===== config.mk =====
export PLATFORM = sky130hd
export DESIGN_NAME = pll_lock_supervisor
export DESIGN_NICKNAME = d
export VERILOG_FILES = /design/src/rtl/pll_lock_supervisor.sv
export SDC_FILE = /design/constraint.sdc
export NUM_CORES = 1
export LEC_CHECK = 0
export ABC_AREA = 0
export CORE_MARGIN = 1
export CORE_UTILIZATION = 53
export CTS_CLUSTER_SIZE = 16
export DETAILED_ROUTE_END_ITERATION = 12
export DONT_BUFFER_PORTS = 1
export PLACE_DENSITY = 0.79
export SLEW_MARGIN = 20
export SYNTH_ARGS = -nofsm -noshare
export SYNTH_HDL_FRONTEND = slang
export SYNTH_SLANG_ARGS = --single-unit

===== constraint.sdc =====
create_clock -name clock_in -period 3.47 [get_ports clock_in]
set_clock_uncertainty 0.15 [all_clocks]
set_input_delay 0.5205 -clock clock_in [delete_from_list [all_inputs] [get_ports clock_in]]
set_output_delay 0.5205 -clock clock_in [all_outputs]
set_load 0.01 [all_outputs]

===== src/rtl/pll_lock_supervisor.sv =====
// Bring-up sequencer and run-time supervisor for the iCE40 SB_PLL40_CORE, clocked from the reference clock.
// Optional macro PLL_SUP_FAST_RELOCK_EN: loss of lock in RUN re-enters WAIT_LOCK without pulsing the PLL reset.
module pll_lock_supervisor #(
    parameter int CNT_W         = 16,
    parameter int RESET_CYCLES  = 48,
    parameter int LOCK_TIMEOUT  = 4800,
    parameter int STABLE_CYCLES = 480,
    parameter int LOSS_FILTER   = 3,
    parameter int MAX_RETRIES   = 3
) (
    input  logic       clock_in,
    input  logic       reset,
    input  logic       pll_locked,
    output logic       pll_resetb,
    output logic       sys_reset,
    output logic       ready,
    output logic       fault,
    output logic [3:0] retry_count,
    output logic [7:0] loss_count
);

    typedef enum logic [2:0] {
        ST_PLL_RST,
        ST_WAIT_LOCK,
        ST_STABLE,
        ST_RUN,
        ST_FAULT
    } state_t;

    // Terminal timer values: a state timed by N cycles leaves when cnt reaches N-1.
    localparam logic [CNT_W-1:0] RESET_LAST   = CNT_W'(RESET_CYCLES - 1);
    localparam logic [CNT_W-1:0] TIMEOUT_LAST = CNT_W'(LOCK_TIMEOUT - 1);
    localparam logic [CNT_W-1:0] STABLE_LAST  = CNT_W'(STABLE_CYCLES - 1);
    localparam logic [CNT_W-1:0] FILTER_LAST  = CNT_W'(LOSS_FILTER - 1);
    localparam logic [3:0]       RETRY_MAX    = 4'(MAX_RETRIES);

`ifdef PLL_SUP_FAST_RELOCK_EN
    localparam state_t LOSS_TARGET = ST_WAIT_LOCK;
`else
    localparam state_t LOSS_TARGET = ST_PLL_RST;
`endif

    state_t           state;
    state_t           next_state;
    logic [CNT_W-1:0] cnt;
    logic [CNT_W-1:0] filter;
    logic [CNT_W-1:0] filter_next;
    logic [3:0]       retries_next;
    logic [7:0]       loss_next;
    logic             lock_meta;
    logic             lock_s;

    // pll_locked is asynchronous to clock_in; nothing downstream looks at the raw pin.
    always_ff @(posedge clock_in) begin
        if (reset) begin
            lock_meta <= 1'b0;
            lock_s    <= 1'b0;
        end else begin
            lock_meta <= pll_locked;
            lock_s    <= lock_meta;
        end
    end

    always_ff @(posedge clock_in) begin
        if (reset) begin
            state       <= ST_PLL_RST;
            cnt         <= '0;
            filter      <= '0;
            retry_count <= 4'd0;
            loss_count  <= 8'd0;
        end else begin
            state       <= next_state;
            cnt         <= (next_state != state) ? '0 : cnt + CNT_W'(1);
            filter      <= filter_next;
            retry_count <= retries_next;
            loss_count  <= loss_next;
        end
    end

    always_comb begin
        next_state   = state;
        retries_next = retry_count;
        filter_next  = '0;
        loss_next    = loss_count;
        case (state)
            ST_PLL_RST: begin
                if (cnt == RESET_LAST) begin
                    next_state = ST_WAIT_LOCK;
                end
            end
            // A lock seen on the timeout cycle still wins over the retry.
            ST_WAIT_LOCK: begin
                if (lock_s) begin
                    next_state = ST_STABLE;
                end else if (cnt == TIMEOUT_LAST) begin
                    if (retry_count == RETRY_MAX) begin
                        next_state = ST_FAULT;
                    end else begin
                        retries_next = retry_count + 4'd1;
                        next_state   = ST_PLL_RST;
                    end
                end
            end
            ST_STABLE: begin
                if (!lock_s) begin
                    next_state = ST_WAIT_LOCK;
                end else if (cnt == STABLE_LAST) begin
                    next_state   = ST_RUN;
                    retries_next = 4'd0;
                end
            end
            ST_RUN: begin
                if (!lock_s) begin
                    if (filter == FILTER_LAST) begin
                        next_state = LOSS_TARGET;
                        if (loss_count != 8'hFF) begin
                            loss_next = loss_count + 8'd1;
                        end
                    end else begin
                        filter_next = filter + CNT_W'(1);
                    end
                end
            end
            ST_FAULT: begin
                next_state = ST_FAULT;
            end
            default: begin
                next_state = ST_PLL_RST;
            end
        endcase
    end

    // Outputs are decoded from next_state into flops so they line up with state and never see pll_locked directly.
    always_ff @(posedge clock_in) begin
        if (reset) begin
            pll_resetb <= 1'b0;
            sys_reset  <= 1'b1;
            ready      <= 1'b0;
            fault      <= 1'b0;
        end else begin
            pll_resetb <= !((next_state == ST_PLL_RST) || (next_state == ST_FAULT));
            sys_reset  <= (next_state != ST_RUN);
            ready      <= (next_state == ST_RUN);
            fault      <= (next_state == ST_FAULT);
        end
    end

endmodule


Yosys cells after proc, flatten, opt, wreduce, memory -nomap -nowiden
Cells that the tools add are included.
Widths: inputs -> output; s select.

operators by class
  $add $sub $neg = 4
  equal/unequal tests = 19
  multiplexer cells = 15
  bitwise gates (word level) = 2
  reductions and logical operators = 9

operators by type and width
  cell                   number
  $add 16x1->16 const B  2
  $mux 3                 8
  $mux 4                 5
  $eq 16x13->1 const B   1
  $eq 16x2->1 const B    1
  $eq 16x6->1 const B    1
  $eq 16x9->1 const B    1
  $pmux 3 s5             1
  $ne 2x2->1 const B     5
  $eq 3x2->1 const B     3
  $add 8x1->8 const B    1
  $ne 8x8->1 const B     1
  $pmux 4 s2             1
  $eq 3x3->1 const B     2
  $logic_not 3->1        2
  $reduce_and 6->1       1
  $add 4x1->4 const B    1
  $eq 4x2->1 const B     1
  $reduce_and 4->1       1
  $reduce_or 4->1        1
  $eq 3x1->1 const B     1
  $ne 3x2->1 const B     1
  $ne 3x3->1             1
  $not 1->1              2
  other kinds (4)        4

word-level totals
  register bits after elaboration = 53
  input port bits = 3
  output and inout bits = 16
  word-level logic and storage cells = 60

Depth between registers and ports, before layout
Gate-level depths: netlist of run 1.

  word-level depth = 8
  mapped depth = 8
  depth with buffers taken out = 7

Worst setup path before layout of run 1
No wires, ideal clock.

  kind = reg-to-reg
  from = reg cnt[0]
  to = reg retry_count[3]
  data arrival time = 2080 ps
  required time = 3260 ps
  setup slack = 1179 ps
  cell stages (with the launch flop) = 7
  buffers on the path = 0
  clock period less this slack = 2291 ps
  cells stage by stage = dfxtp_1 ha_1 or4b_4 nor4_4 a32oi_2 or4b_1 nand2_1

on the way
  cells in the longest elaborated chain, start to end = 3
  elaborated cells between the ends (all ways) = 5

ends and longest elaborated chain
  item                                                RTL line  text
  from (decl)                                         45        logic [CNT_W-1:0] cnt;
  from (signal assigned)                              73        cnt <= (next_state != state) ? '0 : cnt + CNT_W'(1);
  $eq 16x9->1 / $eq 16x13->1 (equally long branches)  107, 95
  $ne 2x2->1 (no source line)                         -
  $reduce_and 6->1 (no source line) (*)               -
  to (signal assigned)                                75        retry_count <= retries_next;
  to (decl)                                           18        output logic [3:0] retry_count,

Every way passes the cells marked *; elsewhere a longest branch is shown, timed or not.
A chain may end at the register's enable or synchronous reset.

Final worst setup path of run 1
  from = reg cnt[0]
  to = reg cnt[10]

on the way
  cells in the longest elaborated chain, start to end = 6
  elaborated cells between the ends (all ways) = 12

ends and longest elaborated chain
  item                                                RTL line  text
  $eq 16x9->1 / $eq 16x13->1 (equally long branches)  107, 95
  $mux 3 (on tied branches)                           107, 95
  $mux 3 (on tied branches)                           105, 93
  $pmux 3 s5                                          85        case (state)
  $ne 3x3->1                                          73
  $reduce_or 2->1 (no source line)                    -

Several ways; a longest one is shown, not always the timed one.

==> key figures, run 1 <==
Job
  • Max Cap Viol: 0

Die
  • Die ar.: 0.00531 sq mm
  • Die H: 72.9 um
  • I/O Pins: 19
  • Initial Util: 55.6%
  • Chip width: 72.9 um
  • Core area: 0.00479 sq mm
  • # rows: 25

Layout
  • Fillers: 435
  • Final core utilization: 58.3%
  • Nets@finish: 316
  • Share of layout cells above drive strength 1: 5.18%
  • Synthesis-to-finish area growth: 4.84%
  • Diode count: 0
  • Fin cells: 376

Clock network
  • CTS sink count: 53
  • Clock Latency Late Sink: 0.30 ns
  • Clk root buf: clkbuf_8
  • Hold-fix buffers at CTS: 0
  • Clock Tree Buf Depth: 2
  • Post-CTS sizing: 0
  • Clk pin slew, worst setup/hold paths: 0.09 ns
  • Number of buffers created by CTS: 5
  • H-tree depth: 2
  • TritonCTS clock tree: built
  • # Post-CTS Setup Buffers: 0

Setup path
  • Critical-path top delay cell: a41oi_1
  • Critical path launch point: cnt[0]
  • Buf+Inv Stages, Crit Path: 0
  • CP Launch Type: register
  • CP delay by family, top: simple AND/OR/NAND/NOR gates
  • CP Class: register to register
  • Crit path cell chain: ha_1 -> nand3_1 -> nor4_4 -> a41oi_1 -> nand2_1 -> a21oi_1
  • CP arrival: 2.65 ns
  • Worst r2r src: cnt[0]
  • Critical path's largest stage delay: 0.50 ns
  • Worst Path Max Fanout: 11
  • Critical path capture point type: register
  • Worst path required time: 3.50 ns

Detailed routing
  • Number of detailed-route iterations in the first pass: 4
  • Total wire length: 5170 um
  • DRC violation total after the first TritonRoute iteration: 156
  • Via/cell ratio: 5.63
  • Final ANT Viol Nets: 0
  • Via count: 2115
  • DRC Markers: 0
  • Post-DR wirelength/cell: 13.8 um

Timing
  • Unrepaired setup endpoints after global routing: no
  • Hold slack: 0.137 ns
  • Final worst setup slack: 0.845 ns
  • Final setup fails: 0
  • Final period util: 75.6%
  • Normalized max-slew margin: 33.0%
  • Crit path time final: 2.62 ns
  • Setup TNS: 0 ns
  • Worst Max-Slew Pin Slew: 0.992 ns
  • Final Hold Fails: 0
  • Fin. max-slew vios: 0
  • Max Clock Freq: 0.381 GHz

Logic synthesis
  • Yosys top cell area share: 39.9%
  • Largest cells by area after synthesis: dfxtp_1 (40%), xnor2_1 (5.9%), xor2_1 (5.3%)
  • Ys flop type: dfxtp_1
  • Avg Inst Size Synth: 8.53 sq um
  • Netlist cell types: 46
  • Cells after synthesis: 312
  • Synthesized flop and latch total: 53
  • Largest area contributor in the netlist: dfxtp_1
  • Most frequent cells after synthesis: dfxtp_1 (53), nor2_1 (36), nand2_1 (29), nand3_1 (27), xnor2_1 (18)
  • Ys async rst share: 0%
  • Sequential-to-total area share from yosys stat: 39.9%
  • Mapped Area: 0.00266 sq mm
  • Mapped Nets: 320
  • Count leader, synth: dfxtp_1
  • EDFF count, synth: 0
  • Synth warnings: 0

Placement
  • Port bufs: 0
  • RePlAce Congestion: 1.01
  • Detailed placement HPWL: 3670 um
  • Dpl cells: 368
  • Setup slack after placement: 0.924 ns

Pwr
  • Switching Fraction: 21.9%
  • Clock power frac: 34.8%
  • Internal power: 0.763 mW
  • Register share of total power: 63.1%
  • Pwr dens: 350 mW/mm^2
  • Total leakage power: 0.957 nW
  • Sw Pwr: 0.214 mW
  • Comb pwr share: 2.2%
  • Peak VDD IR: 0.245 mV

Worst hold path
  • Min-delay worst type: input port to register
  • Hold wc startpoint: reset

Global routing
  • Number of global-route vias before repair: 1926
  • Global-route wire length before repair: 8980 um
  • Initial antenna violation count: 0
  • Gr ovfl total: 0
  • Largest net degree at the start of global routing: 21
  • GRT Total Usage: 21.4%

Run status
  • Outcome: completed
area by class of cell:
cell class | instances | area [sq um] | share of cell area (%)
multi-input cells | 240 | 1520 | 54.6
inverters | 7 | 26.3 | 0.942
flip-flops and latches | 53 | 1060 | 38.0
clock inverters | 2 | 15.0 | 0.538
well taps | 67 | 83.8 | 3.00
repair buffers | 1 | 7.51 | 0.269
clock buffers | 6 | 72.6 | 2.60
sequential cells by signal, indices dropped and copies added (netlist names):
register,flops
lock_s,1
fault,1
pll_resetb,1
state,3
loss_count,8
cnt,16
ready,1
lock_meta,1
filter,16
sys_reset,1
retry_count,4
through the flow:
stage	instance area, sq um	power [mW]
floorplan	2660	0.649
global placement	2700	0.650
detailed placement	2700	0.651
CTS	2790	0.988
global route	2790	1.02
finish	2790	0.977
final timing paths:
| kind | slack (ns) | endpoint | cells past startpoint |
|---|---|---|---|
| worst max-delay path | 0.85 | cnt[10] | 6 |
| worst min-delay path | 0.14 | loss_count[1] | 1 |
| worst max register to register | 0.85 | cnt[10] | 6 |
| worst min register to register | 0.32 | lock_s | 1 |
cell usage in the layout (no fill, tap or decap), types with 2 or more instances in the layout:
master and n:
a31oi_1 2, nand4_1 8, xor2_1 16, xnor2_1 18, nand2b_1 7, nand4b_1 3, clkinvlp_4 2, o211ai_1 2
or3_1 2, ha_1 5, clkbuf_8 5, o21ai_0 3, nor4_4 2, nor4_1 8, mux2i_1 9, nor2b_1 6
inv_1 7, o21ai_1 2, o21a_1 2, a21oi_1 11, and4_1 2, nor4b_1 2, nor3b_1 2, dfxtp_1 53
nor3_1 17, nand2_1 29, nand3_1 27, and3_1 4, nor2_1 36
metal layers:
layer	GRT usage [%]	part of all wire (%)	vias up
met5	0	0	-
met4	8.71	2.2	0
met3	4.28	4.9	10
met2	32.8	44	57
met1	29.4	48	966
li1	-	-	1082
power by group through the flow:
stage / logic (mW) / clock network [mW] / registers (mW)
finish: 0.0211 / 0.340 / 0.616
global route: 0.0235 / 0.382 / 0.617
CTS: 0.0207 / 0.351 / 0.616
detailed placement: 0.0207 / 0 / 0.630
global placement: 0.0204 / 0 / 0.630
floorplan: 0.0199 / 0 / 0.629
cells by family after synthesis:
group                      share of synthesized area (%)
AOI/OAI and AO/OA                                   7.10
xor gates and xnor gates                            11.2
adders and majority gates                           2.35
buffers and inverters                               2.87
DFF                                                 39.9
muxes                                               3.39
and+or+nand+nor                                     33.2
(Power assumes the default switching activity.)
==> run 2: changes to the inputs <==
- PLACE_DENSITY: 0.79 -> 0.82
- clock period: 3.47 -> 2.2 ns (I/O delays scaled with it)
==> run 2 against run 1 <==
  * Combinational power increased to 2.8 times the previous value
  * Critical path depth fell by 1
  * Wire length rose by 15%
  * Critical endpoint is now retry_count[3]
==> key figures, run 2 (synthesis results as in run 1) <==
Setup path
  • Worst path required time: 2.31 ns
  • CP Class: register to register
  • CP arrival: 2.23 ns
  • Worst r2r src: cnt[3]
  • FF-to-FF path depth: 5
  • R2r endpoint: retry_count[3]
  • Reg-to-reg slack, setup: 0.07 ns
  • Worst Path Max Fanout: 3
  • Critical path capture point type: register
  • CP Launch Type: register

Detailed routing
  • Via count: 2298
  • Number of detailed-route iterations in the first pass: 4
  • Final ANT Viol Nets: 0
  • Post-DR wirelength/cell: 14.4 um
  • Via/cell ratio: 5.55
  • Total wire length: 5970 um
  • DRC violation total after the first TritonRoute iteration: 137
  • DRC Markers: 0

Worst hold path
  • Endpoint, Worst Hold: cnt[0]
  • Hold wc startpoint: reset
  • Min-delay worst type: input port to register
  • WHS Path Cells: 3

Clock network
  • CTS sink count: 53
  • Clock Tree Buf Depth: 2
  • TritonCTS clock tree: built
  • Number of buffers created by CTS: 5
  • Clock Latency Late Sink: 0.31 ns
  • Clk root buf: clkbuf_8
  • H-tree depth: 2
  • Clk pin slew, worst setup/hold paths: 0.10 ns

Timing
  • Max Clock Freq: 0.470 GHz
  • Worst Max-Slew Pin Slew: 0.598 ns
  • Crit path time final: 2.13 ns
  • Normalized max-slew margin: 60.0%
  • Final Hold Fails: 0
  • Fin. max-slew vios: 0
  • Unrepaired setup endpoints after global routing: yes
  • Setup TNS: 0 ns
  • Final period util: 96.6%
  • Final setup fails: 0

Layout
  • Diode count: 0
  • Most common cell after layout, fill and taps aside: dfxtp_1
  • Synthesis-to-finish area growth: 19.7%
  • Fillers: 372
  • Area of the multi-input gates: 0.00158 sq mm
  • Commonest non-fill, non-tap cells in the layout: dfxtp_1 (49), buf_4 (36), nor2_1 (35), nand2_1 (29), nand3_1 (26)
  • Fin cells: 414
  • Nets@finish: 354
  • Total area of sequential cells: 0.00107 sq mm
  • Share of layout cells above drive strength 1: 18.7%
  • Largest regs: cnt x16, filter x16, loss_count x8
  • Final core utilization: 66.6%

Pwr
  • Pwr dens: 543 mW/mm^2
  • Total leakage power: 1.19 nW
  • Peak VDD IR: 0.331 mV

Global routing
  • Number of global-route vias before repair: 2147
  • GRT Total Usage: 24.7%
  • Global-route wire length before repair: 10000 um
  • Initial antenna violation count: 0
  • Gr ovfl total: 0
  • Largest net degree at the start of global routing: 17

Job
  • Max Cap Viol: 0

Die
  • Chip width: 72.9 um
  • Die H: 72.9 um
  • # rows: 25
  • Die ar.: 0.00531 sq mm
  • Core area: 0.00479 sq mm
  • I/O Pins: 19
  • Initial Util: 55.6%

Placement
  • RePlAce Congestion: 0.895
  • Detailed placement HPWL: 4270 um
  • Port bufs: 0
  • Dpl cells: 401

Run status
  • Outcome: completed
-- run 2: area by class of cell --
| class | instances | area share [%] |
|---|---|---|
| clock inverter | 2 | 1.18 |
| multi-input combinational | 240 | 49.6 |
| tap | 67 | 2.63 |
| inverter | 7 | 0.825 |
| clock buffer | 6 | 2.59 |
| timing repair buffer | 39 | 9.74 |
| sequential | 53 | 33.5 |
-- run 2: what timing repair did --
action,4_1_cts,5_1_grt
buffers inserted,3,0
gates cloned,0,0
resized for setup,8,6
endpoints found under the hold margin,15,0
hold buffers,2,0
setup endpoints to repair,9,21
pin swaps,5,3
-- run 2: report_power, final --
group | internal [mW] | switching [mW]
clock | 0.370 | 0.330
combinational | 0.0280 | 0.0310
sequential | 0.966 | 0.00600
total | 1.36 | 0.367
-- run 2: per-stage QoR --
| step | hold slack [ns] | cell area, sq um | worst slack, ns | power [mW] |
|---|---|---|---|---|
| after floorplan | 0.264 | 2670 | 0.0263 | 1.02 |
| after global placement | 0.256 | 2970 | 0.00588 | 1.03 |
| after detailed placement | 0.257 | 2970 | -0.0115 | 1.04 |
| after CTS | 0.0356 | 3170 | -0.0619 | 1.74 |
| after global routing | 0.0532 | 3190 | -0.0551 | 1.79 |
| final | 0.0491 | 3190 | 0.0742 | 1.73 |
-- run 2: worst max path at each step --
stage,slack (ns),start,cells past startpoint,endpoint
after floorplan,0.03,cnt[0],6,retry_count[3]
after global placement,0.006,cnt[0],6,retry_count[3]
after detailed placement,-0.01,cnt[0],6,retry_count[3]
after CTS,-0.06,cnt[0],6,retry_count[3]
after global routing,-0.06,cnt[12],5,retry_count[3]
final,0.07,cnt[3],5,retry_count[3]
-- run 2: layer usage --
metal,routed length (um),GRT usage (%),up-vias
met1,2800,32.4,1087
met5,0,0,-
met3,200,6.35,11
met4,102,8.06,0
li1,-,-,1164
met2,2880,39.6,36
-- run 2: worst max-delay path: stages (launching register included) --
cell,delay (ns)
dfxtp_1,0.33
or4bb_4,0.54
nor4_4,0.35
a32oi_2,0.16
or4b_1,0.48
nand2_1,0.07
==> run 3: changes to the inputs <==
- CTS_BUF_LIST: not set -> sky130_fd_sc_hd__clkbuf_8
==> results of run 3 <==
The final DEF is identical to that of run 2; final timing and power are the same.
